File: src/rtl/core_pkg.sv
// Shared core definitions: decoded operation encoding and writeback FSM states.
// Operation codes are fixed 6-bit values so other units can rely on them.
package core_pkg;

  localparam int XLEN_DEFAULT = 32;

  typedef enum logic [5:0] {
    CU_LUI   = 6'h01, CU_AUIPC = 6'h02, CU_JAL   = 6'h03, CU_JALR  = 6'h04,
    CU_BEQ   = 6'h05, CU_BNE   = 6'h06, CU_BLT   = 6'h07, CU_BGE   = 6'h08,
    CU_BLTU  = 6'h09, CU_BGEU  = 6'h0A,
    CU_LB    = 6'h0B, CU_LH    = 6'h0C, CU_LW    = 6'h0D, CU_LBU   = 6'h0E,
    CU_LHU   = 6'h0F,
    CU_SB    = 6'h10, CU_SH    = 6'h11, CU_SW    = 6'h12,
    CU_ADDI  = 6'h13, CU_SLTI  = 6'h14, CU_SLTIU = 6'h15, CU_XORI  = 6'h16,
    CU_ORI   = 6'h17, CU_ANDI  = 6'h18, CU_SLLI  = 6'h19, CU_SRLI  = 6'h1A,
    CU_SRAI  = 6'h1B,
    CU_ADD   = 6'h1C, CU_SUB   = 6'h1D, CU_SLL   = 6'h1E, CU_SLT   = 6'h1F,
    CU_SLTU  = 6'h20, CU_XOR   = 6'h21, CU_SRL   = 6'h22, CU_SRA   = 6'h23,
    CU_OR    = 6'h24, CU_AND   = 6'h25,
    CU_ERROR = 6'h3F
  } cuOPType;

  typedef enum logic {
    WB_IDLE     = 1'b0,
    WB_WAIT_MEM = 1'b1
  } wb_state_t;

  function automatic logic is_load(cuOPType op);
    return op inside {CU_LB, CU_LH, CU_LW, CU_LBU, CU_LHU};
  endfunction

  // Stores, branches and decode errors never touch the register file.
  function automatic logic writes_rd(cuOPType op);
    return !(op inside {CU_SB, CU_SH, CU_SW, CU_BEQ, CU_BNE, CU_BLT, CU_BGE,
                        CU_BLTU, CU_BGEU, CU_ERROR});
  endfunction

endpackage

File: src/rtl/wb_stage_if.sv
// Execute/memory-side bundle of the writeback stage; the stage uses the slave view.
interface wb_stage_if #(
  parameter int XLEN    = core_pkg::XLEN_DEFAULT,
  parameter int RADDR_W = 5
);
  localparam int OFF_W = $clog2(XLEN/8);

  logic                 in_valid;
  logic                 in_ready;
  core_pkg::cuOPType    cuOP;
  logic [RADDR_W-1:0]   rd;
  logic [XLEN-1:0]      pc;
  logic [XLEN-1:0]      aluOut;
  logic [XLEN-1:0]      imm;
  logic [OFF_W-1:0]     addr_off;
  logic                 mem_req;
  logic                 mem_ack;
  logic [XLEN-1:0]      memload;
  logic                 flush;
  logic                 wb_en;
  logic [RADDR_W-1:0]   wb_rd;
  logic [XLEN-1:0]      wb_data;
  logic                 misalign;

  modport master (
    output in_valid, cuOP, rd, pc, aluOut, imm, addr_off, mem_ack, memload, flush,
    input  in_ready, mem_req, wb_en, wb_rd, wb_data, misalign
  );

  modport slave (
    input  in_valid, cuOP, rd, pc, aluOut, imm, addr_off, mem_ack, memload, flush,
    output in_ready, mem_req, wb_en, wb_rd, wb_data, misalign
  );

endinterface

File: src/rtl/wb_stage_load_extend.sv
// Combinational load lane select and sign/zero extension with alignment check.
module load_extend import core_pkg::*; #(
  parameter  int XLEN  = XLEN_DEFAULT,
  localparam int OFF_W = $clog2(XLEN/8)
) (
  input  cuOPType          op_i,
  input  logic [OFF_W-1:0] off_i,
  input  logic [XLEN-1:0]  memload_i,
  output logic [XLEN-1:0]  data_o,
  output logic             misaligned_o
);

  logic [7:0]  byte_lane;
  logic [15:0] half_lane;
  logic [31:0] word_lane;

  assign byte_lane = 8'(memload_i >> {off_i, 3'b000});
  assign half_lane = 16'(memload_i >> {off_i, 3'b000});
  assign word_lane = 32'(memload_i >> {off_i, 3'b000});

  always_comb begin
    data_o       = '0;
    misaligned_o = 1'b0;
    case (op_i)
      CU_LB:  data_o = XLEN'(signed'(byte_lane));
      CU_LBU: data_o = XLEN'(byte_lane);
      CU_LH: begin
        data_o       = XLEN'(signed'(half_lane));
        misaligned_o = off_i[0];
      end
      CU_LHU: begin
        data_o       = XLEN'(half_lane);
        misaligned_o = off_i[0];
      end
      // Sign extension is a no-op at XLEN=32, so one form covers both widths.
      CU_LW: begin
        data_o       = XLEN'(signed'(word_lane));
        misaligned_o = (off_i[1:0] != 2'b00);
      end
      default: begin
        data_o       = '0;
        misaligned_o = 1'b0;
      end
    endcase
  end

endmodule

File: src/rtl/wb_stage.sv
// Writeback stage: result select, load handshake FSM and registered register-file write port.
module wb_stage import core_pkg::*; #(
  parameter int XLEN    = XLEN_DEFAULT,
  parameter int RADDR_W = 5
) (
  input logic       clk,
  input logic       nRst,
  wb_stage_if.slave bus
);

  localparam int OFF_W = $clog2(XLEN/8);

  wb_state_t          state_q, state_d;
  cuOPType            pend_op_q;
  logic [RADDR_W-1:0] pend_rd_q;
  logic [OFF_W-1:0]   pend_off_q;
  logic               pend_ld;

  logic               wb_en_q, wb_en_d;
  logic [RADDR_W-1:0] wb_rd_q, wb_rd_d;
  logic [XLEN-1:0]    wb_data_q, wb_data_d;
  logic               misalign_q, misalign_d;

  cuOPType            ext_op;
  logic [OFF_W-1:0]   ext_off;
  logic [XLEN-1:0]    ext_data;
  logic               ext_mis;
  logic [XLEN-1:0]    imm_u;
  logic [XLEN-1:0]    exe_res;
  logic               unused_imm_hi;

  // In IDLE the extender only screens the incoming op for alignment; in WAIT_MEM it formats the returned word.
  assign ext_op  = (state_q == WB_IDLE) ? bus.cuOP     : pend_op_q;
  assign ext_off = (state_q == WB_IDLE) ? bus.addr_off : pend_off_q;

  load_extend #(.XLEN(XLEN)) u_load_extend (
    .op_i         (ext_op),
    .off_i        (ext_off),
    .memload_i    (bus.memload),
    .data_o       (ext_data),
    .misaligned_o (ext_mis)
  );

  assign imm_u         = XLEN'(signed'({bus.imm[19:0], 12'h000}));
  assign unused_imm_hi = ^bus.imm[XLEN-1:20];

  always_comb begin
    case (bus.cuOP)
      CU_LUI:          exe_res = imm_u;
      CU_AUIPC:        exe_res = bus.pc + imm_u;
      CU_JAL, CU_JALR: exe_res = bus.pc + XLEN'(4);
      default:         exe_res = bus.aluOut;
    endcase
  end

  always_comb begin
    state_d    = state_q;
    pend_ld    = 1'b0;
    wb_en_d    = 1'b0;
    wb_rd_d    = wb_rd_q;
    wb_data_d  = wb_data_q;
    misalign_d = 1'b0;
    case (state_q)
      WB_IDLE: begin
        if (bus.in_valid && !bus.flush) begin
          if (is_load(bus.cuOP)) begin
            if (ext_mis) begin
              misalign_d = 1'b1;
            end else begin
              state_d = WB_WAIT_MEM;
              pend_ld = 1'b1;
            end
          end else if (writes_rd(bus.cuOP) && (bus.rd != '0)) begin
            wb_en_d   = 1'b1;
            wb_rd_d   = bus.rd;
            wb_data_d = exe_res;
          end
        end
      end
      WB_WAIT_MEM: begin
        // A flush squashes the pending load even when its data arrives this cycle.
        if (bus.flush) begin
          state_d = WB_IDLE;
        end else if (bus.mem_ack) begin
          state_d = WB_IDLE;
          if (pend_rd_q != '0) begin
            wb_en_d   = 1'b1;
            wb_rd_d   = pend_rd_q;
            wb_data_d = ext_data;
          end
        end
      end
      default: state_d = WB_IDLE;
    endcase
  end

  always_ff @(posedge clk or negedge nRst) begin
    if (!nRst) begin
      state_q    <= WB_IDLE;
      wb_en_q    <= 1'b0;
      wb_rd_q    <= '0;
      wb_data_q  <= '0;
      misalign_q <= 1'b0;
    end else begin
      state_q    <= state_d;
      wb_en_q    <= wb_en_d;
      wb_rd_q    <= wb_rd_d;
      wb_data_q  <= wb_data_d;
      misalign_q <= misalign_d;
    end
  end

  always_ff @(posedge clk) begin
    if (pend_ld) begin
      pend_op_q  <= bus.cuOP;
      pend_rd_q  <= bus.rd;
      pend_off_q <= bus.addr_off;
    end
  end

  assign bus.in_ready = (state_q == WB_IDLE);
  assign bus.mem_req  = (state_q == WB_WAIT_MEM);
  assign bus.wb_en    = wb_en_q;
  assign bus.wb_rd    = wb_rd_q;
  assign bus.wb_data  = wb_data_q;
  assign bus.misalign = misalign_q;

endmodule

File: src/flat_wrapper.sv
// flat-port wrapper written by rule: the top's interface ports become plain ports
module wb_stage_flat import core_pkg::*;
#(
  parameter int XLEN    = XLEN_DEFAULT,
  parameter int RADDR_W = 5
)
  (clk, nRst, bus_in_valid, bus_cuOP, bus_rd, bus_pc, bus_aluOut, bus_imm, bus_addr_off, bus_mem_ack, bus_memload, bus_flush, bus_in_ready, bus_mem_req, bus_wb_en, bus_wb_rd, bus_wb_data, bus_misalign);
  wb_stage_if #(.XLEN(XLEN), .RADDR_W(RADDR_W)) bus_i ();
  input logic clk;
  input logic nRst;
  input wire logic [$bits(bus_i.in_valid)-1:0] bus_in_valid;
  input wire logic [$bits(bus_i.cuOP)-1:0] bus_cuOP;
  input wire logic [$bits(bus_i.rd)-1:0] bus_rd;
  input wire logic [$bits(bus_i.pc)-1:0] bus_pc;
  input wire logic [$bits(bus_i.aluOut)-1:0] bus_aluOut;
  input wire logic [$bits(bus_i.imm)-1:0] bus_imm;
  input wire logic [$bits(bus_i.addr_off)-1:0] bus_addr_off;
  input wire logic [$bits(bus_i.mem_ack)-1:0] bus_mem_ack;
  input wire logic [$bits(bus_i.memload)-1:0] bus_memload;
  input wire logic [$bits(bus_i.flush)-1:0] bus_flush;
  output wire logic [$bits(bus_i.in_ready)-1:0] bus_in_ready;
  output wire logic [$bits(bus_i.mem_req)-1:0] bus_mem_req;
  output wire logic [$bits(bus_i.wb_en)-1:0] bus_wb_en;
  output wire logic [$bits(bus_i.wb_rd)-1:0] bus_wb_rd;
  output wire logic [$bits(bus_i.wb_data)-1:0] bus_wb_data;
  output wire logic [$bits(bus_i.misalign)-1:0] bus_misalign;
  assign bus_i.in_valid = bus_in_valid;
  assign bus_i.cuOP = bus_cuOP;
  assign bus_i.rd = bus_rd;
  assign bus_i.pc = bus_pc;
  assign bus_i.aluOut = bus_aluOut;
  assign bus_i.imm = bus_imm;
  assign bus_i.addr_off = bus_addr_off;
  assign bus_i.mem_ack = bus_mem_ack;
  assign bus_i.memload = bus_memload;
  assign bus_i.flush = bus_flush;
  assign bus_in_ready = bus_i.in_ready;
  assign bus_mem_req = bus_i.mem_req;
  assign bus_wb_en = bus_i.wb_en;
  assign bus_wb_rd = bus_i.wb_rd;
  assign bus_wb_data = bus_i.wb_data;
  assign bus_misalign = bus_i.misalign;
  wb_stage #(.XLEN(XLEN), .RADDR_W(RADDR_W)) u_core (.clk(clk), .nRst(nRst), .bus(bus_i));
endmodule
File: config.mk
export PLATFORM = sky130hd
export DESIGN_NAME = wb_stage_flat
export DESIGN_NICKNAME = d
export VERILOG_FILES = /design/src/rtl/core_pkg.sv /design/src/rtl/wb_stage_if.sv /design/src/rtl/wb_stage_load_extend.sv /design/src/rtl/wb_stage.sv /design/src/flat_wrapper.sv
export SDC_FILE = /design/constraint.sdc
export NUM_CORES = 1
export LEC_CHECK = 0
export CORE_MARGIN = 1.5
export CORE_UTILIZATION = 50
export DETAILED_ROUTE_END_ITERATION = 6
export PLACE_DENSITY = 0.89
export SLEW_MARGIN = 20
export SYNTH_ARGS = -nofsm -noshare
export SYNTH_HDL_FRONTEND = slang
export SYNTH_HIERARCHICAL = 1
export SYNTH_SLANG_ARGS = --single-unit
export TNS_END_PERCENT = 30
File: constraint.sdc
create_clock -name clk -period 9.9 [get_ports clk]
set_input_delay 1.98 -clock clk [delete_from_list [all_inputs] [get_ports clk]]
set_output_delay 1.98 -clock clk [all_outputs]
set_load 0.01 [all_outputs]
==> metrics.cfg <==
[pwr]
p_per_area_nw_per_um2=101
clockPowerShare_pct=16.7
power_uw=734
leakagePower_nw=2.75
p_sw_uw=253
peakVddDrop_mv=0.0617
p_comb_share_pct=45.3
switching_share_pct=34.5
p_int_uw=480
seqPwrFrac_pct=38.0

[routing]
vias=6212
ant_nets=0
drc=0
drtIter0Drc=650
drtPass1Iterations=6
routed_wl_mm=18.6
wire_per_inst_um=19.9
viasPerCell=6.65

[clocking]
cts_resized=0
clock_latency_ps=310
clockRootBuffer=clkbuf_8
cts_hold_buf=0
cts_buffers=5
clock_sinks=53
htreeDepth=2
cts_max_path_buffers=2
cts_tree=yes
clk_pin_slew_ps=100
cts_setup_buffers=0

[yosys]
synth_cell_types=80
syn_area_per_cell_sq_um=8.37
synthXorXnorAreaFrac_pct=5.26
synth_area_leaders=dfrtp_1 18%, edfxtp_1 7.1%, o21ai_0 5.4%
ys_ff_latch=53
yosys_warnings=6
synth_compound_gate_area_share_pct=29.9
syn_area_sq_um=5500
synth_top_area_share_pct=18.2
yosys.area_share.simple_pct=21.8
yosys_most_used_dff=dfrtp_1
yosysTopAreaCell=dfrtp_1
synth-async-reset-ratio_pct=75.5
synth_top_family_by_area=compound AO/OA/AOI/OAI gates
synth_edf_count=13
synthMuxAreaShare_pct=7.19
synth_seq_area_share_pct=25.3
postSynthCellCount=657
synth_commonest_cells=59 x o21ai_0, 52 x nand2_1, 49 x a21oi_1
synthAdderAreaFrac_pct=4.91
synth.most_common_cell=o21ai_0
synth_fp_nets=824

[sta]
final.setup.tns_ps=0
slew_viol_final=0
worstMarginPinSlew_ps=1180
finClkSkew_ps=6.42
timing.hold.ws_ps=497
setup_viol=0
finalCritPeriodShare_pct=48.4
setup_ws_ps=5110
post-route-min-period_ps=4790
rsz0062_at_grt=no
relSlewSlack_pct=21.5
finalHoldViolations=0
fmax_mhz=209

[min_path]
hold_class=reg2reg

[global_routing]
track_usage_pct=31.7
grt_pass1_wl_mm=29.3
grt_pass1_vias=5865
antenna_found_initial=0
gr-total-overflow=0
grt_max_degree=47

[final_layout]
syn2layout_area_growth_pct=31.9
diodes=0
nets=960
stdcell_count=934
drive_above_1_share_pct=6.30
fillers=879
multi_input_area_sq_um=3810
seqCellArea_sq_um=1390

[critical_path]
end_kind=register
path_class=in2reg
start_kind=input pin
required_ps=10100
cp_max_fo=42
critPathArrivalTime_ps=4990

[place]
io_buffers=174
post-place-cells=926
gp_congestion=1.06
dp.final_hpwl_mm=14.2
pre_cts_slack_ps=4830

[floorplan]
die_y_um=108
std_cell_rows=38
initial_core_util_pct=51.0
num_io_pins=187
dieWidth_um=108
core_sq_um=10800
die_area_sq_um=11600

[job]
max_cap_violations=0

[run_status]
status=completed

==> registers in the layout, indices dropped and copies added, names as in the netlist <==
signal	cells
u_core/bus.wb_rd	5
u_core/bus.misalign	1
u_core/bus.wb_en	1
u_core/pend_off_q	2
u_core/pend_rd_q	5
u_core/bus.mem_req	1
u_core/pend_op_q	6
u_core/bus.wb_data	32
==> power groups by stage <==
stage	clock [mW]	combinational, mW	sequential (mW)
global placement	0	0.318	0.282
floorplan	0	0.143	0.294
finish	0.123	0.332	0.279
global route	0.134	0.356	0.283
detailed placement	0	0.326	0.283
CTS	0.126	0.328	0.279
==> stage by stage <==
stage	area, sq um	utilization, %
floorplan	5500	-
global placement	7160	66.3
detailed placement	7160	66.4
CTS	7250	67.2
global route	7250	67.2
finish	7250	67.2
==> cells in the final DEF, fill, tap and decap left out, drive strengths merged, types with 7 or more instances in the layout <==
| cell type | count |
|---|---|
| xnor2 | 19 |
| dfrtp | 40 |
| nand2 | 52 |
| edfxtp | 13 |
| clkdlybuf4s50 | 173 |
| inv | 13 |
| nor2b | 10 |
| nor3 | 17 |
| xor2 | 14 |
| a2bb2oi | 10 |
| a21o | 10 |
| mux2i | 26 |
| o221ai | 12 |
| nand4 | 12 |
| a21oi | 50 |
| nand4b | 9 |
| a221oi | 18 |
| o211ai | 13 |
| ha | 20 |
| mux2 | 10 |
| a211oi | 17 |
| nor2 | 48 |
| o21a | 7 |
| nand3 | 16 |
| o21ai | 63 |
| nor3b | 8 |
| and3 | 10 |
==> final cells by class <==
class	count	area share (%)
multi-input cells	545	52.5
clock inverters	3	0.242
clock buffers	5	0.949
flip-flops and latches	53	19.2
repair buffers	175	24.1
inverters	13	0.673
well taps	140	2.42
==> final timing paths <==
path                                       start                     end  slack [ps]  depth (start not counted)
min                        u_core/bus.wb_data[3]   u_core/bus.wb_data[3]         500                          1
min reg2reg                u_core/bus.wb_data[3]   u_core/bus.wb_data[3]         500                          1
max                              bus_addr_off[0]  u_core/bus.wb_data[27]        5110                          8
max reg2reg                   u_core/bus.mem_req  u_core/bus.wb_data[27]        6350                          8
min in group asynchronous                   nRst  u_core/bus.wb_data[28]        1800                          1
max in group asynchronous                   nRst  u_core/bus.wb_data[10]        7520                          1
==> layer usage <==
metal  global-route usage [%]  up-vias  wire (um)
met2                     50.8      418       8560
met1                     42.1     2904       7410
li1                         -     2825          -
met4                     13.1        0        660
met5                        0        -          0
met3                     5.75       65       2000
==> logic make-up after synthesis <==
group | count (synthesis)
adder cells (fa/ha/maj) | 21
XOR/XNOR | 33
flip-flops | 53
buffers and inverters | 59
multiplexers | 37
AO/OA/AOI/OAI | 240
AND/OR/NAND/NOR | 214
==> worst max-delay path: stages <==
cell and delay (ps):
clkdlybuf4s50_1 480, mux2_2 740, nor2b_1 310, a2bb2oi_2 630, o211ai_1 190, a21oi_1 210
o22ai_1 90, or3b_1 350
Power figures use the tool's default switching activity.
